File: config.mk
export PLATFORM = sky130hd
export DESIGN_NAME = aurora_flow_nfc_tx
export DESIGN_NICKNAME = d
export VERILOG_FILES = /design/src/rtl/aurora_flow_nfc_pkg.sv /design/src/rtl/aurora_flow_sat_counter.sv /design/src/rtl/aurora_flow_nfc_tx.sv
export SDC_FILE = /design/constraint.sdc
export NUM_CORES = 1
export LEC_CHECK = 0
export CAP_MARGIN = 15
export CORE_MARGIN = 10
export CORE_UTILIZATION = 40
export DETAILED_ROUTE_END_ITERATION = 16
export HOLD_SLACK_MARGIN = 0.06
export PLACE_DENSITY = 0.66
export RECOVER_POWER = 100
export SLEW_MARGIN = 20
export SYNTH_ARGS = -nofsm -noshare
export SYNTH_HDL_FRONTEND = slang
export SYNTH_SLANG_ARGS = --single-unit
File: constraint.sdc
create_clock -name user_clk -period 5.6 [get_ports user_clk]
set_input_delay 1.12 -clock user_clk [delete_from_list [all_inputs] [get_ports user_clk]]
set_output_delay 1.12 -clock user_clk [all_outputs]
set_load 0.02 [all_outputs]
File: src/rtl/aurora_flow_nfc_pkg.sv
// Shared types and defaults for the Aurora native-flow-control transmitter.
package aurora_flow_nfc_pkg;

    // Width of the NFC AXI-Stream request word
    localparam int NFC_DATA_W = 16;

    // Default request codes: pause / resume the link partner
    localparam logic [NFC_DATA_W-1:0] DEF_XOFF_CODE = 16'h0100;
    localparam logic [NFC_DATA_W-1:0] DEF_XON_CODE  = 16'h0000;

    // Default width of the statistics counters
    localparam int DEF_CNT_W = 32;

    // Flow-control state machine
    typedef enum logic [2:0] {
        IDLE,
        RUN,
        SEND_XOFF,
        PAUSED,
        SEND_XON
    } nfc_state_t;

endpackage

File: src/rtl/aurora_flow_sat_counter.sv
// Saturating event counter with a dominant synchronous clear.
module aurora_flow_sat_counter #(
    parameter int W = 32
) (
    input  logic         clk,
    input  logic         rst,
    input  logic         clr,
    input  logic         inc,
    output logic [W-1:0] count
);

    localparam logic [W-1:0] CNT_MAX = '1;

    // Count events, stick at all-ones, clear wins over a coincident increment
    always_ff @(posedge clk) begin
        if (rst || clr) begin
            count <= '0;
        end else if (inc && (count != CNT_MAX)) begin
            count <= count + 1'b1;
        end
    end

endmodule

File: src/rtl/aurora_flow_nfc_tx.sv
// Aurora NFC transmitter: watches the RX FIFO fill flags and throttles the
// link partner with XOFF/XON requests, and keeps drop/pause statistics.
module aurora_flow_nfc_tx
    import aurora_flow_nfc_pkg::*;
#(
    parameter int unsigned             RELEASE_DELAY    = 16,
    parameter int unsigned             REFRESH_INTERVAL = 4096,
    parameter logic [NFC_DATA_W-1:0]   XOFF_CODE        = DEF_XOFF_CODE,
    parameter logic [NFC_DATA_W-1:0]   XON_CODE         = DEF_XON_CODE,
    parameter int                      CNT_W            = DEF_CNT_W
) (
    input  logic                  user_clk,
    input  logic                  reset_u,
    input  logic                  channel_up_u,
    input  logic                  fifo_rx_prog_full_u,
    input  logic                  fifo_rx_almost_full_u,
    input  logic                  m_axi_rx_tvalid_u,
    input  logic                  fifo_rx_tready_u,
    output logic                  s_axi_nfc_tvalid_u,
    output logic [NFC_DATA_W-1:0] s_axi_nfc_tdata_u,
    input  logic                  s_axi_nfc_tready_u,
    input  logic                  clear_stats_u,
    output logic                  nfc_paused_u,
    output logic [CNT_W-1:0]      xoff_count_u,
    output logic [CNT_W-1:0]      pause_cycles_u,
    output logic [CNT_W-1:0]      rx_drop_count_u,
    output logic                  rx_overflow_u
);

    localparam logic [15:0] REL_LIM  = 16'(RELEASE_DELAY);
    localparam logic [31:0] REF_LOAD = 32'(REFRESH_INTERVAL);
    localparam bit          REF_EN   = (REFRESH_INTERVAL != 0);

    nfc_state_t            state, state_nxt;
    logic [15:0]           rel_cnt, rel_cnt_nxt;
    logic [31:0]           ref_cnt, ref_cnt_nxt;
    logic                  tvalid_nxt;
    logic [NFC_DATA_W-1:0] tdata_nxt;
    logic                  paused_nxt;
    logic                  xoff_hs;
    logic                  flags_hi;
    logic                  in_pause;
    logic                  rx_drop;

    assign flags_hi = fifo_rx_prog_full_u || fifo_rx_almost_full_u;
    assign in_pause = (state == PAUSED) || (state == SEND_XON);
    assign rx_drop  = m_axi_rx_tvalid_u && !fifo_rx_tready_u;

    // Next-state, timer and registered-output decode
    always_comb begin
        state_nxt   = state;
        rel_cnt_nxt = rel_cnt;
        ref_cnt_nxt = ref_cnt;
        xoff_hs     = 1'b0;

        if (!channel_up_u) begin
            // Link down: abandon any request in flight and start over
            state_nxt   = IDLE;
            rel_cnt_nxt = '0;
            ref_cnt_nxt = '0;
        end else begin
            case (state)
                IDLE: begin
                    state_nxt = RUN;
                end
                RUN: begin
                    if (flags_hi) begin
                        state_nxt = SEND_XOFF;
                    end
                end
                SEND_XOFF: begin
                    if (s_axi_nfc_tvalid_u && s_axi_nfc_tready_u) begin
                        xoff_hs     = 1'b1;
                        state_nxt   = PAUSED;
                        ref_cnt_nxt = REF_LOAD;
                        rel_cnt_nxt = '0;
                    end
                end
                PAUSED: begin
                    // Release is tested first so it wins over a same-cycle refresh
                    if (rel_cnt == REL_LIM) begin
                        state_nxt   = SEND_XON;
                        rel_cnt_nxt = '0;
                    end else begin
                        rel_cnt_nxt = flags_hi ? 16'd0 : rel_cnt + 16'd1;
                        if (REF_EN) begin
                            if (ref_cnt <= 32'd1) begin
                                state_nxt   = SEND_XOFF;
                                ref_cnt_nxt = '0;
                            end else begin
                                ref_cnt_nxt = ref_cnt - 32'd1;
                            end
                        end
                    end
                end
                SEND_XON: begin
                    // Once offered, XON is never withdrawn even if flags reassert
                    if (s_axi_nfc_tvalid_u && s_axi_nfc_tready_u) begin
                        state_nxt = RUN;
                    end
                end
                default: begin
                    state_nxt = IDLE;
                end
            endcase
        end

        tvalid_nxt = (state_nxt == SEND_XOFF) || (state_nxt == SEND_XON);

        // Hold the code while no request is pending so tdata only moves on a new request
        tdata_nxt = s_axi_nfc_tdata_u;
        if (state_nxt == SEND_XOFF) begin
            tdata_nxt = XOFF_CODE;
        end else if (state_nxt == SEND_XON) begin
            tdata_nxt = XON_CODE;
        end

        // A refresh XOFF keeps the partner held off, so paused stays asserted through it
        paused_nxt = (state_nxt == PAUSED) || (state_nxt == SEND_XON) ||
                     ((state_nxt == SEND_XOFF) && nfc_paused_u);
    end

    // State, timers and NFC outputs register
    always_ff @(posedge user_clk) begin
        if (reset_u) begin
            state              <= IDLE;
            rel_cnt            <= '0;
            ref_cnt            <= '0;
            s_axi_nfc_tvalid_u <= 1'b0;
            s_axi_nfc_tdata_u  <= XON_CODE;
            nfc_paused_u       <= 1'b0;
        end else begin
            state              <= state_nxt;
            rel_cnt            <= rel_cnt_nxt;
            ref_cnt            <= ref_cnt_nxt;
            s_axi_nfc_tvalid_u <= tvalid_nxt;
            s_axi_nfc_tdata_u  <= tdata_nxt;
            nfc_paused_u       <= paused_nxt;
        end
    end

    // Sticky overflow flag, set by the first dropped beat
    always_ff @(posedge user_clk) begin
        if (reset_u || clear_stats_u) begin
            rx_overflow_u <= 1'b0;
        end else if (rx_drop) begin
            rx_overflow_u <= 1'b1;
        end
    end

    aurora_flow_sat_counter #(.W(CNT_W)) u_xoff_cnt (
        .clk   (user_clk),
        .rst   (reset_u),
        .clr   (clear_stats_u),
        .inc   (xoff_hs),
        .count (xoff_count_u)
    );

    aurora_flow_sat_counter #(.W(CNT_W)) u_pause_cnt (
        .clk   (user_clk),
        .rst   (reset_u),
        .clr   (clear_stats_u),
        .inc   (in_pause),
        .count (pause_cycles_u)
    );

    aurora_flow_sat_counter #(.W(CNT_W)) u_drop_cnt (
        .clk   (user_clk),
        .rst   (reset_u),
        .clr   (clear_stats_u),
        .inc   (rx_drop),
        .count (rx_drop_count_u)
    );

endmodule

======== Word level (Yosys, flattened, before mapping) ========
Cells that the tools add are included.
operators by class
  add/sub/neg operators ................... 5
  magnitude comparators ................... 1
  eq/ne operators ......................... 13
  multiplexer cells ....................... 20
  bitwise logic cells ..................... 1
  reductions and logical operators ........ 19
operators with widths
  kind                                                                     count
  32-bit by 1-bit adder with 32-bit output (second input constant)         3
  32-bit two-way mux                                                       3
  32-bit inequality test (second input constant)                           3
  32-bit case mux with 2 select lines                                      1
  16-bit two-way mux                                                       3
  32-bit by 1-bit <= comparator with 1-bit output (second input constant)  1
  16-bit case mux with 2 select lines                                      1
  32-bit by 1-bit subtractor with 32-bit output (second input constant)    1
  3-bit two-way mux                                                        6
  9-bit two-way mux                                                        2
  16-bit by 1-bit adder with 16-bit output (second input constant)         1
  16-bit by 5-bit equality test with 1-bit output (second input constant)  1
  3-bit case mux with 5 select lines                                       1
  3-bit by 2-bit equality test with 1-bit output (second input constant)   4
  3-bit equality test (second input constant)                              2
  1-bit logical AND                                                        6
  1-bit logical OR                                                         6
  2-bit inequality test (second input constant)                            2
  2-bit nonzero test                                                       2
  3-bit by 1-bit equality test with 1-bit output (second input constant)   1
  3-bit zero test                                                          1
  1-bit two-way mux                                                        3
  3-bit AND reduction                                                      1
  2-bit AND reduction                                                      1
  3 further kinds                                                          3
storage, ports and cells
  register bits ........................... 151
  input port bits ......................... 9
  output and inout bits ................... 115
  word-level logic and storage cells ...... 69

======== Longest topological paths before layout ========
Gate-level depths: netlist of run 1.
  depth after elaboration ................. 8
  depth in mapped cells ................... 9
  gate-level depth less buffers ........... 8

======== By module ========
From an unflattened synthesis of run 1, not the netlist that was laid out.
unflattened totals
  cell total of the unflattened synthesis .. 942
  area, all modules ....................... 8235.4 µm²
modules (own cells, without submodules)
  module                   instances  cells each  area each (µm²)  sequential area each (µm²)
  aurora_flow_sat_counter  3          189         1681.6           640.6
  aurora_flow_nfc_tx       1          375         3190.6           1101.1

======== Worst setup path before layout of run 1 ========
Ideal clock, no wire load.
  path kind ............................... input-to-reg
  from .................................... in s_axi_nfc_tready_u
  to ...................................... reg ref_cnt[7]
  library setup time ...................... 0.086 ns
  arrival ................................. 2.478 ns
  required time ........................... 5.514 ns
  path slack .............................. 3.037 ns
  stages .................................. 6
  buffers on the path ..................... 1
  cell sequence ........................... nand4b_1 > nor2_1 > a32oi_1 > clkbuf_1 > or4_2 > a211oi_1
between the ends
  longest elaborated chain between the ends .. 3
ends and longest elaborated chain
  what                                    RTL line                   source
  start, declared                         aurora_flow_nfc_tx.sv:21   input logic s_axi_nfc_tready_u,
  1-bit logical AND                       aurora_flow_nfc_tx.sv:72   if (s_axi_nfc_tvalid_u && s_axi_nfc_tready_u) begin
  2-bit inequality test (no source line)  n/a
  3-bit AND reduction (no source line)    n/a
  end signal, assigned                    aurora_flow_nfc_tx.sv:135  ref_cnt <= ref_cnt_nxt;
  end, declared                           aurora_flow_nfc_tx.sv:36   logic [31:0] ref_cnt, ref_cnt_nxt;
Every way passes these cells.
A chain may end at the register's enable or synchronous reset.

======== Final worst setup path of run 1 ========
  from .................................... reg u_xoff_cnt.count[6]
  to ...................................... reg u_xoff_cnt.count[15]
between the ends
  longest elaborated chain between the ends .. 2
  elaborated cells on any way between the ends .. 3
  those cells by class .................... 1 x add/sub; 1 x eq/ne; 1 x reduce/logical
ends and longest elaborated chain
  what                                                                              RTL line                       source
  start, declared                                                                   aurora_flow_sat_counter.sv:9   output logic [W-1:0] count
  start signal, assigned                                                            aurora_flow_sat_counter.sv:19  count <= count + 1'b1;
  branches (longest 2 deep; another with 32-bit by 1-bit adder with 32-bit output)  n/a
Parallel ways; which one is timed is not known.

==> results of run 1 <==
==> power breakdown <==
part           internal [mW]  switching [mW]
registers               1.08         0.00364
logic                 0.0195          0.0538
clock network          0.696           0.502
==> metrics by stage <==
stage	total power, mW	std cells	area (sq um)	hold slack [ps]	utilization [%]
floorplan	1.16	938	7770	451	-
CTS	2.38	1292	9560	484	50.8
detailed placement	1.18	1260	8950	463	47.5
global placement	1.18	1260	8950	467	47.5
global route	2.43	1293	9510	512	50.5
finish	2.35	1293	9510	478	50.5
==> metal layers <==
metal | vias to the layer above | global-route usage (%) | part of all wire (%)
li1 | 3686 | - | -
met1 | 3542 | 20.3 | 45
met2 | 171 | 25.0 | 46
met3 | 26 | 6.51 | 7.6
met4 | 2 | 4.97 | 1.6
met5 | - | 0 | 0.033
==> final cells by class <==
type,count,area (sq um)
clock buffer,19,453
clock inverter,13,159
fill,1847,9320
inverter,23,86.3
multi-input combinational,709,4320
sequential,151,3020
tap,260,325
timing repair buffer,118,1140
==> cell usage after synthesis, types with 18 or more instances <==
master	instances
o21ai_0	59
dfxtp_1	151
nand2_1	66
a21oi_1	69
o31ai_1	33
nand3_1	44
or3_1	70
nor2_1	57
clkbuf_1	27
or4_1	41
nand4_1	42
nor3_1	18
inv_1	23
nor4_1	26
a211oi_1	26
==> registers in the layout, indices dropped and copies added (netlist names) <==
register,count
u_xoff_cnt.count,32
state,3
rel_cnt,16
s_axi_nfc_tvalid_u,1
u_drop_cnt.count,32
u_pause_cnt.count,32
rx_overflow_u,1
nfc_paused_u,1
ref_cnt,32
s_axi_nfc_tdata_u,1
==> kinds of logic after synthesis <==
kind of cell,synth area share [%]
XOR/XNOR,3.52
other,0.0486
adder cells (fa/ha/maj),1.26
buffers and inverters,5.16
AND/OR/NAND/NOR,31.0
multiplexers,1.17
AO/OA/AOI/OAI,18.7
flip-flops,39.2
==> final timing paths <==
path                                                        from                           endpoint  depth (start not counted)
worst max register to register  u_xoff_cnt.count[6]$_SDFFE_PP0P_  u_xoff_cnt.count[15]$_SDFFE_PP0P_                          6
worst min register to register        rx_overflow_u$_SDFFE_PP0P_         rx_overflow_u$_SDFFE_PP0P_                          2
worst min-delay path                  rx_overflow_u$_SDFFE_PP0P_         rx_overflow_u$_SDFFE_PP0P_                          2
worst max-delay path            u_xoff_cnt.count[6]$_SDFFE_PP0P_  u_xoff_cnt.count[15]$_SDFFE_PP0P_                          6
==> worst max-delay path, stage by stage (launching register included) <==
cell      delay, ps
dfxtp_1         420
nand4_1         300
or4_1           630
o31ai_1        1340
clkbuf_1        610
o21ai_0         230
a21oi_1         180
==> out/metrics.cfg, run 1 <==
[synthesis]
ys_seq_elements = 151
netlist_instances = 924
synth_area_leaders = dfxtp_1 (39%), or3_1 (5.7%), a21oi_1 (4.5%)
asyncSetResetFlopFracSynth_pct = 0
synthesis.area_per_instance_sq_um = 8.35
synthDominantCellAreaShare_pct = 39.2
syn-cell-area_sq_mm = 0.00772
yosysSeqAreaShare_pct = 39.2
synth_cell_type_count = 65
synth-edff-count = 0
yosys_most_used_dff = dfxtp_1
synth_area_leader_cell = dfxtp_1
yosys_warnings = 0

[power_and_ir_drop]
vdd_ir_drop_max_v = 0.000188
p_leak_nw = 3.24
power_per_unit_of_standard_cell_area_mw_per_mm2 = 247

[routing]
detail_route.first_pass.iterations = 5
drt_iter0_markers = 476
drt-wirelength-per-cell_um = 16.3
num_vias = 7427
final_routed_drc_violation_total = 0
antenna_violating_nets_post_route = 0
via_per_instance_ratio = 5.74
postRouteWirelength_mm = 21.0

[clock_network]
cts.repair_timing.setup_buffer_count = 0
cts.sinks = 151
ctsLongestPathBuffers = 2
tritoncts = done
post_cts.resized_instances = 0
clk_transition_reported_paths_ps = 70
cts_max_level = 4
post_cts_hold_buffer_count = 0
cts_buffers = 17
insertion_delay_ps = 430
clk_tree_root_cell = clkbuf_16

[place]
portBuffers = 108
dp_hpwl_mm = 14.6
place_congestion = 0.801
pre_cts_slack_ps = 2060

[finish]
final_layout_size_suffix_gt1_share_pct = 6.29
layout.cells.most_common = dfxtp_1
area_growth_pct = 23.2
finish.net_count = 1036
mostFrequentLayoutCells = dfxtp_1 (151), dlygate4sd3_1 (102), or3_1 (70)
n_antenna_cell = 0

[global_route]
groute.usage.overall_pct = 16.2
gr-total-overflow = 0
antenna_found_initial = 1
grt_first_pass_wirelength_mm = 35.1
grt_pass1_vias = 6891
grt_start_max_net_pins = 37

[critical_path]
required_ps = 5930
path_class = flip-flop to flip-flop
cp_data_arrival_time_ps = 4130
critical_path.startpoint_type = flip-flop
cp_max_fo = 19
rrSetupSlack_ps = 1800
type_of_destination_of_the_critical_path = flip-flop

[status]
outcome = complete, but fails checks
violations = capacitance limit, slew limit

[min_path]
min_path_type = flip-flop to flip-flop

[floorplanning]
io_pins = 124
die_height_um = 159
num_rows = 50
coreArea_sq_mm = 0.0188
die_x_um = 159
die_area_sq_mm = 0.0252
starting_utilization_of_the_core_area_pct = 41.0

[sta]
tns_ps = 0
unrepaired_setup_endpoints_after_global_routing = false
finClkSkew_ps = 11.8
timing_hold_violations_final = 0
setup_viol = 0
max_slew.worst_pin.slew_ps = 1710
timing.max_slew.rel_slack_pct = -14.2
layout_worst_path_cycle_share_pct = 67.9
drv_slew = 84
fin_ws_ps = 1800
fin_crit_ps = 3800
fmax_ghz = 0.263

[flow_run]
drv.max_cap_violation_count = 3

Power figures use the tool's default switching activity.
==> inputs of run 2 (changes only) <==
==> constraint.sdc (replaced) <==
create_clock -name user_clk -period 3.75 [get_ports user_clk]
set_input_delay 0.75 -clock user_clk [delete_from_list [all_inputs] [get_ports user_clk]]
set_output_delay 0.75 -clock user_clk [all_outputs]
set_load 0.02 [all_outputs]
==> out/metrics.cfg, run 2 (synthesized netlist as in run 1, its figures left out) <==
[power_and_ir_drop]
swShare_pct = 22.9  ; was 23.8%
total_switching_power_mw = 0.803  ; was 0.560 mW
p_int_mw = 2.71  ; was 1.79 mW
power_per_unit_of_standard_cell_area_mw_per_mm2 = 368  ; was 247 mW/mm^2
p_leak_nw = 3.25  ; was 3.24 nW
vdd_ir_drop_max_v = 0.000353  ; was 0.000188 V
pwr-share-seq_pct = 45.9  ; about the same
p_comb_share_pct = 3.2  ; was 3.1%
pwr-share-clk_pct = 50.9  ; was 51.0%

[floorplanning]
io_pins = 124  ; unchanged
die_area_sq_mm = 0.0252  ; unchanged
num_rows = 50  ; unchanged
die_height_um = 159  ; unchanged
starting_utilization_of_the_core_area_pct = 41.0  ; unchanged
coreArea_sq_mm = 0.0188  ; unchanged
die_x_um = 159  ; unchanged

[critical_path]
worst_setup_path_startpoint = clear_stats_u  ; was u_xoff_cnt.count[6]$_SDFFE_PP0P_
type_of_destination_of_the_critical_path = flip-flop  ; unchanged
r2r_cells = 6  ; unchanged
path_class = primary input to flip-flop  ; was flip-flop to flip-flop
cp_max_fo = 38  ; was 19
worstReg2RegStart = ref_cnt[2]$_SDFFE_PP0P_  ; was u_xoff_cnt.count[6]$_SDFFE_PP0P_
cp_slowest_cell = or2_1  ; was o31ai_1
critical_path.startpoint_type = primary input  ; was flip-flop
worstReg2RegEnd = ref_cnt[27]$_SDFFE_PP0P_  ; was u_xoff_cnt.count[15]$_SDFFE_PP0P_
crit_path_cell_trace = dlygate4sd3_1 -> clkbuf_1 -> or2_1 -> clkbuf_2 -> nor2_1  ; was nand4_1 -> or4_1 -> o31ai_1 -> clkbuf_1 -> o21ai_0 -> a21oi_1
timing.critical_path.to = u_xoff_cnt.count[24]$_SDFFE_PP0P_  ; was u_xoff_cnt.count[15]$_SDFFE_PP0P_
rrSetupSlack_ps = 700  ; was 1800 ps
slowest_cell_delay_on_critical_path_ps = 1120  ; was 1340 ps
required_ps = 4050  ; was 5930 ps
cp_data_arrival_time_ps = 3410  ; was 4130 ps

[sta]
setup_viol = 0  ; unchanged
unrepaired_setup_endpoints_after_global_routing = false  ; unchanged
timing.max_slew.rel_slack_pct = 5.19  ; was -14.2%
fmax_ghz = 0.322
drv_slew = 0  ; was 84
max_slew.worst_pin.slew_ps = 1420  ; was 1710 ps
finClkSkew_ps = 12.8  ; was 11.8 ps
layout_worst_path_cycle_share_pct = 82.9
tns_ps = 0  ; unchanged
fin_crit_ps = 3110
timing_hold_violations_final = 0  ; unchanged

[finish]
fillers = 1836  ; was 1,847
mostFrequentLayoutCells = dfxtp_1 (151), dlygate4sd3_1 (102), or3_1 (70)  ; unchanged
layout.cells.most_common = dfxtp_1  ; unchanged
final_layout_size_suffix_gt1_share_pct = 6.36  ; was 6.29%
final_core_utilization_pct = 50.7  ; was 50.5%
area_growth_pct = 23.7  ; was 23.2%
instances_no_fill = 1299  ; was 1,293
finish.net_count = 1042  ; was 1,036

[flow_run]
drv.max_cap_violation_count = 0  ; was 3

[clock_network]
insertion_delay_ps = 430  ; about the same
clk_tree_root_cell = clkbuf_16  ; unchanged
tritoncts = done  ; unchanged
ctsLongestPathBuffers = 2  ; unchanged
cts_buffers = 17  ; unchanged
cts.repair_timing.setup_buffer_count = 0  ; unchanged
clk_transition_reported_paths_ps = 70  ; about the same
cts.sinks = 151  ; unchanged
cts_max_level = 4  ; unchanged
post_cts_hold_buffer_count = 0  ; unchanged
post_cts.resized_instances = 0  ; unchanged

[routing]
num_vias = 7335  ; was 7,427
final_routed_drc_violation_total = 0  ; unchanged
via_per_instance_ratio = 5.65  ; was 5.74
postRouteWirelength_mm = 20.6  ; was 21.0 mm
antenna_violating_nets_post_route = 0  ; unchanged
detail_route.first_pass.iterations = 5  ; unchanged
drt_iter0_markers = 347  ; was 476
drt-wirelength-per-cell_um = 15.9  ; was 16.3 um

[global_route]
groute.usage.overall_pct = 16.0  ; was 16.2%
grt_start_max_net_pins = 39  ; was 37
grt_pass1_vias = 6793  ; was 6,891
grt_first_pass_wirelength_mm = 34.4  ; was 35.1 mm
antenna_found_initial = 1  ; unchanged
gr-total-overflow = 0  ; unchanged

[place]
post-place-cells = 1266  ; was 1,260
portBuffers = 108  ; unchanged
dp_hpwl_mm = 14.7  ; was 14.6 mm
place_congestion = 0.796  ; was 0.801

[min_path]
min_path_type = flip-flop to flip-flop  ; unchanged

[status]
outcome = finished, final reports clean  ; was complete, but fails checks

run 2: changes by cell type in the layout (fill, tap and decap cells not counted), moves of 2 or more:
cell,change
clkbuf_1,+4
clkbuf_2,+2
inv_8,-3
buf_4,-2
clkinvlp_4,+2
run 2: power by group through the flow:
stage	Sequential [mW]	Combinational [mW]	Clock [mW]
final	1.61	0.111	1.79
after global routing	1.61	0.124	1.89
after CTS	1.61	0.115	1.82
after detailed placement	1.65	0.115	0
after global placement	1.65	0.114	0
after floorplan	1.65	0.0909	0
run 2: worst min-delay path by stage:
| stage | startpoint | end | slack, ps | depth (start not counted) |
|---|---|---|---|---|
| final | rx_overflow_u$_SDFFE_PP0P_ | rx_overflow_u$_SDFFE_PP0P_ | 470 | 2 |
| after global routing | s_axi_nfc_tdata_u[8]$_SDFFE_PP0P_ | s_axi_nfc_tdata_u[8]$_SDFFE_PP0P_ | 510 | 1 |
| after CTS | rx_overflow_u$_SDFFE_PP0P_ | rx_overflow_u$_SDFFE_PP0P_ | 480 | 2 |
| after detailed placement | rx_overflow_u$_SDFFE_PP0P_ | rx_overflow_u$_SDFFE_PP0P_ | 470 | 2 |
| after global placement | rx_overflow_u$_SDFFE_PP0P_ | rx_overflow_u$_SDFFE_PP0P_ | 460 | 2 |
| after floorplan | ref_cnt[17]$_SDFFE_PP0P_ | ref_cnt[17]$_SDFFE_PP0P_ | 450 | 2 |
run 2: worst max-delay path, delay by kind of cell:
kind                   cells  cell delay (ps)
buffers and inverters      3             1420
AND/OR/NAND/NOR            2             1220
run 2: metal layers:
metal	GRT usage, %	up-vias	part of all wire [%]
li1	-	3715	-
met1	19.6	3456	46
met2	24.9	139	45
met3	6.20	25	7.3
met4	5.48	0	1.7
met5	0	-	0
run 2: final cells by class:
class                   instances  area [sq um]  share of cell area (%)
well taps                     260           325                    3.41
clock inverters                13           170                    1.78
multi-input cells             709          4320                    45.2
inverters                      23          86.3                   0.904
flip-flops and latches        151          3020                    31.7
diodes                          1          2.50                  0.0262
repair buffers                124          1190                    12.4
clock buffers                  18           439                    4.60
run 2: per-stage QoR:
step	worst slack (ps)	power, mW	cell area [sq um]	hold slack, ps
final	642	3.51	9550	471
after global routing	328	3.63	9550	512
after CTS	887	3.54	9610	482
after detailed placement	613	1.76	9000	467
after global placement	645	1.76	9000	459
after floorplan	1320	1.74	7770	451
==> inputs of run 3 (changes only) <==
==> constraint.sdc (replaced) <==
create_clock -name user_clk -period 3.1 [get_ports user_clk]
set_input_delay 0.62 -clock user_clk [delete_from_list [all_inputs] [get_ports user_clk]]
set_output_delay 0.62 -clock user_clk [all_outputs]
set_load 0.02 [all_outputs]
==> out/metrics.cfg, run 3 (synthesized netlist as in run 1, its figures left out) <==
[power_and_ir_drop]
vdd_ir_drop_max_v = 0.000364  ; was 0.000353 V
power_per_unit_of_standard_cell_area_mw_per_mm2 = 433  ; was 368 mW/mm^2
p_leak_nw = 3.30  ; was 3.25 nW
report.power.total_mw = 4.16  ; was 3.51 mW

[sta]
fin_ws_ps = 424  ; was 642 ps
timing.max_slew.rel_slack_pct = 26.3  ; was 5.19%
fin_crit_ps = 2680
unrepaired_setup_endpoints_after_global_routing = false  ; unchanged
fmax_ghz = 0.374
tns_ps = 0  ; unchanged
drv_slew = 0  ; unchanged
max_slew.worst_pin.slew_ps = 1110  ; was 1420 ps
timing_hold_violations_final = 0  ; unchanged
setup_viol = 0  ; unchanged
layout_worst_path_cycle_share_pct = 86.3
fin_worst_hold_slack_ps = 481  ; was 471 ps
finClkSkew_ps = 12.3  ; was 12.8 ps

[place]
portBuffers = 108  ; unchanged
pre_cts_slack_ps = 234  ; was 613 ps
place_congestion = 0.793  ; was 0.796
dp_hpwl_mm = 14.8  ; was 14.7 mm

[routing]
detail_route.first_pass.iterations = 5  ; unchanged
drt_iter0_markers = 377  ; was 347
antenna_violating_nets_post_route = 0  ; unchanged
final_routed_drc_violation_total = 0  ; unchanged
via_per_instance_ratio = 5.67  ; was 5.65
postRouteWirelength_mm = 20.3  ; was 20.6 mm
drt-wirelength-per-cell_um = 15.5  ; was 15.9 um
num_vias = 7423  ; was 7,335

[clock_network]
cts_buffers = 17  ; unchanged
cts_max_level = 4  ; unchanged
cts.sinks = 151  ; unchanged
post_cts.resized_instances = 0  ; unchanged
insertion_delay_ps = 420  ; was 430 ps
cts.repair_timing.setup_buffer_count = 0  ; unchanged
ctsLongestPathBuffers = 2  ; unchanged
clk_transition_reported_paths_ps = 70  ; about the same
clk_tree_root_cell = clkbuf_16  ; unchanged
tritoncts = done  ; unchanged
post_cts_hold_buffer_count = 0  ; unchanged

[flow_run]
drv.max_cap_violation_count = 0  ; unchanged

[critical_path]
slowest_cell_delay_on_critical_path_ps = 890  ; was 1120 ps
path_class = primary input to flip-flop  ; unchanged
cp_max_fo = 28  ; was 38
crit_path_cell_trace = dlygate4sd3_1 -> or2_1 -> clkbuf_2 -> a21oi_1  ; was dlygate4sd3_1 -> clkbuf_1 -> or2_1 -> clkbuf_2 -> nor2_1
top_family_by_delay_on_critical_path = buffers and inverters  ; unchanged
type_of_destination_of_the_critical_path = flip-flop  ; unchanged
cp_data_arrival_time_ps = 2960  ; was 3410 ps
cp_slowest_cell = or2_1  ; unchanged
r2r_cells = 5  ; was 6
critical_path.startpoint_type = primary input  ; unchanged
crit_buf_inv = 2  ; was 3
required_ps = 3390  ; was 4050 ps
crit_cells = 4  ; was 5

[finish]
multiInputGateArea_sq_mm = 0.00435  ; was 0.00432 sq mm
area_growth_pct = 24.7  ; was 23.7%
final_layout_size_suffix_gt1_share_pct = 7.24  ; was 6.36%
fillers = 1821  ; was 1,836
n_antenna_cell = 0  ; was 1
mostFrequentLayoutCells = dfxtp_1 (151), dlygate4sd3_1 (101), or3_1 (70)  ; was dfxtp_1 (151), dlygate4sd3_1 (102), or3_1 (70)
area.sequential_sq_mm = 0.00302  ; unchanged
finish.net_count = 1053  ; was 1,042
layout.cells.most_common = dfxtp_1  ; unchanged

[global_route]
grt_pass1_vias = 6726  ; was 6,793
grt_most_used_layer = met2  ; unchanged
grt_first_pass_wirelength_mm = 34.1  ; was 34.4 mm
groute.usage.overall_pct = 15.8  ; was 16.0%
globalRouteMet3Util_pct = 6.38  ; was 6.20%
groute.layer.met2.usage_pct = 24.2  ; was 24.9%
gr-total-overflow = 0  ; unchanged
groute.layer.met1.usage_pct = 19.9  ; was 19.6%
grt_start_max_net_pins = 37  ; was 39
antenna_found_initial = 0  ; was 1

[min_path]
min_path_type = flip-flop to flip-flop  ; unchanged
hold_depth = 2  ; unchanged

[status]
outcome = finished, final reports clean  ; unchanged

[floorplanning]
die_height_um = 159  ; unchanged
num_rows = 50  ; unchanged
die_area_sq_mm = 0.0252  ; unchanged
starting_utilization_of_the_core_area_pct = 41.0  ; unchanged
coreArea_sq_mm = 0.0188  ; unchanged
io_pins = 124  ; unchanged
die_x_um = 159  ; unchanged

[run 3: worst reg2reg max path: cells and delay by family, from the launching register on]
| kind | cells | cell delay (ps) |
|---|---|---|
| AO/OA/AOI/OAI | 1 | 260 |
| flip-flops | 1 | 350 |
| AND/OR/NAND/NOR | 4 | 1960 |
[run 3: final cells by class]
class                           count  share of cell area (%)
Clock inverter                     12                    1.47
Clock buffer                       19                    4.60
Multi-Input combinational cell    709                    45.1
Sequential cell                   151                    31.4
Inverter                           23                   0.897
Tap cell                          260                    3.38
Timing Repair Buffer              135                    13.1
[run 3: power by group]
group          internal, mW  switching, mW  leakage [nW]
registers              1.94        0.00639          1.22
logic                0.0386         0.0980          1.79
clock network          1.22          0.857         0.287
[run 3: path summary, 6_finish.rpt]
kind / endpoint / startpoint / slack, ps
max: u_xoff_cnt.count[29]$_SDFFE_PP0P_ / reset_u / 420
min: rx_overflow_u$_SDFFE_PP0P_ / rx_overflow_u$_SDFFE_PP0P_ / 480
max reg2reg: ref_cnt[29]$_SDFFE_PP0P_ / ref_cnt[14]$_SDFFE_PP0P_ / 440
min reg2reg: rx_overflow_u$_SDFFE_PP0P_ / rx_overflow_u$_SDFFE_PP0P_ / 480
[run 3: metal layers]
layer,up-vias,part of all wire (%)
met5,-,0
met4,0,1.4
met3,26,7.3
met2,135,46
met1,3520,46
li1,3742,-
[run 3: stage by stage]
| stage | util [%] | instance area [sq um] | std cells |
|---|---|---|---|
| finish | 51.1 | 9630 | 1309 |
| detailed placement | 48.2 | 9080 | 1277 |
| floorplan | - | 7770 | 938 |
| global placement | 48.2 | 9080 | 1277 |
| global route | 51.1 | 9630 | 1309 |
| CTS | 51.3 | 9670 | 1308 |
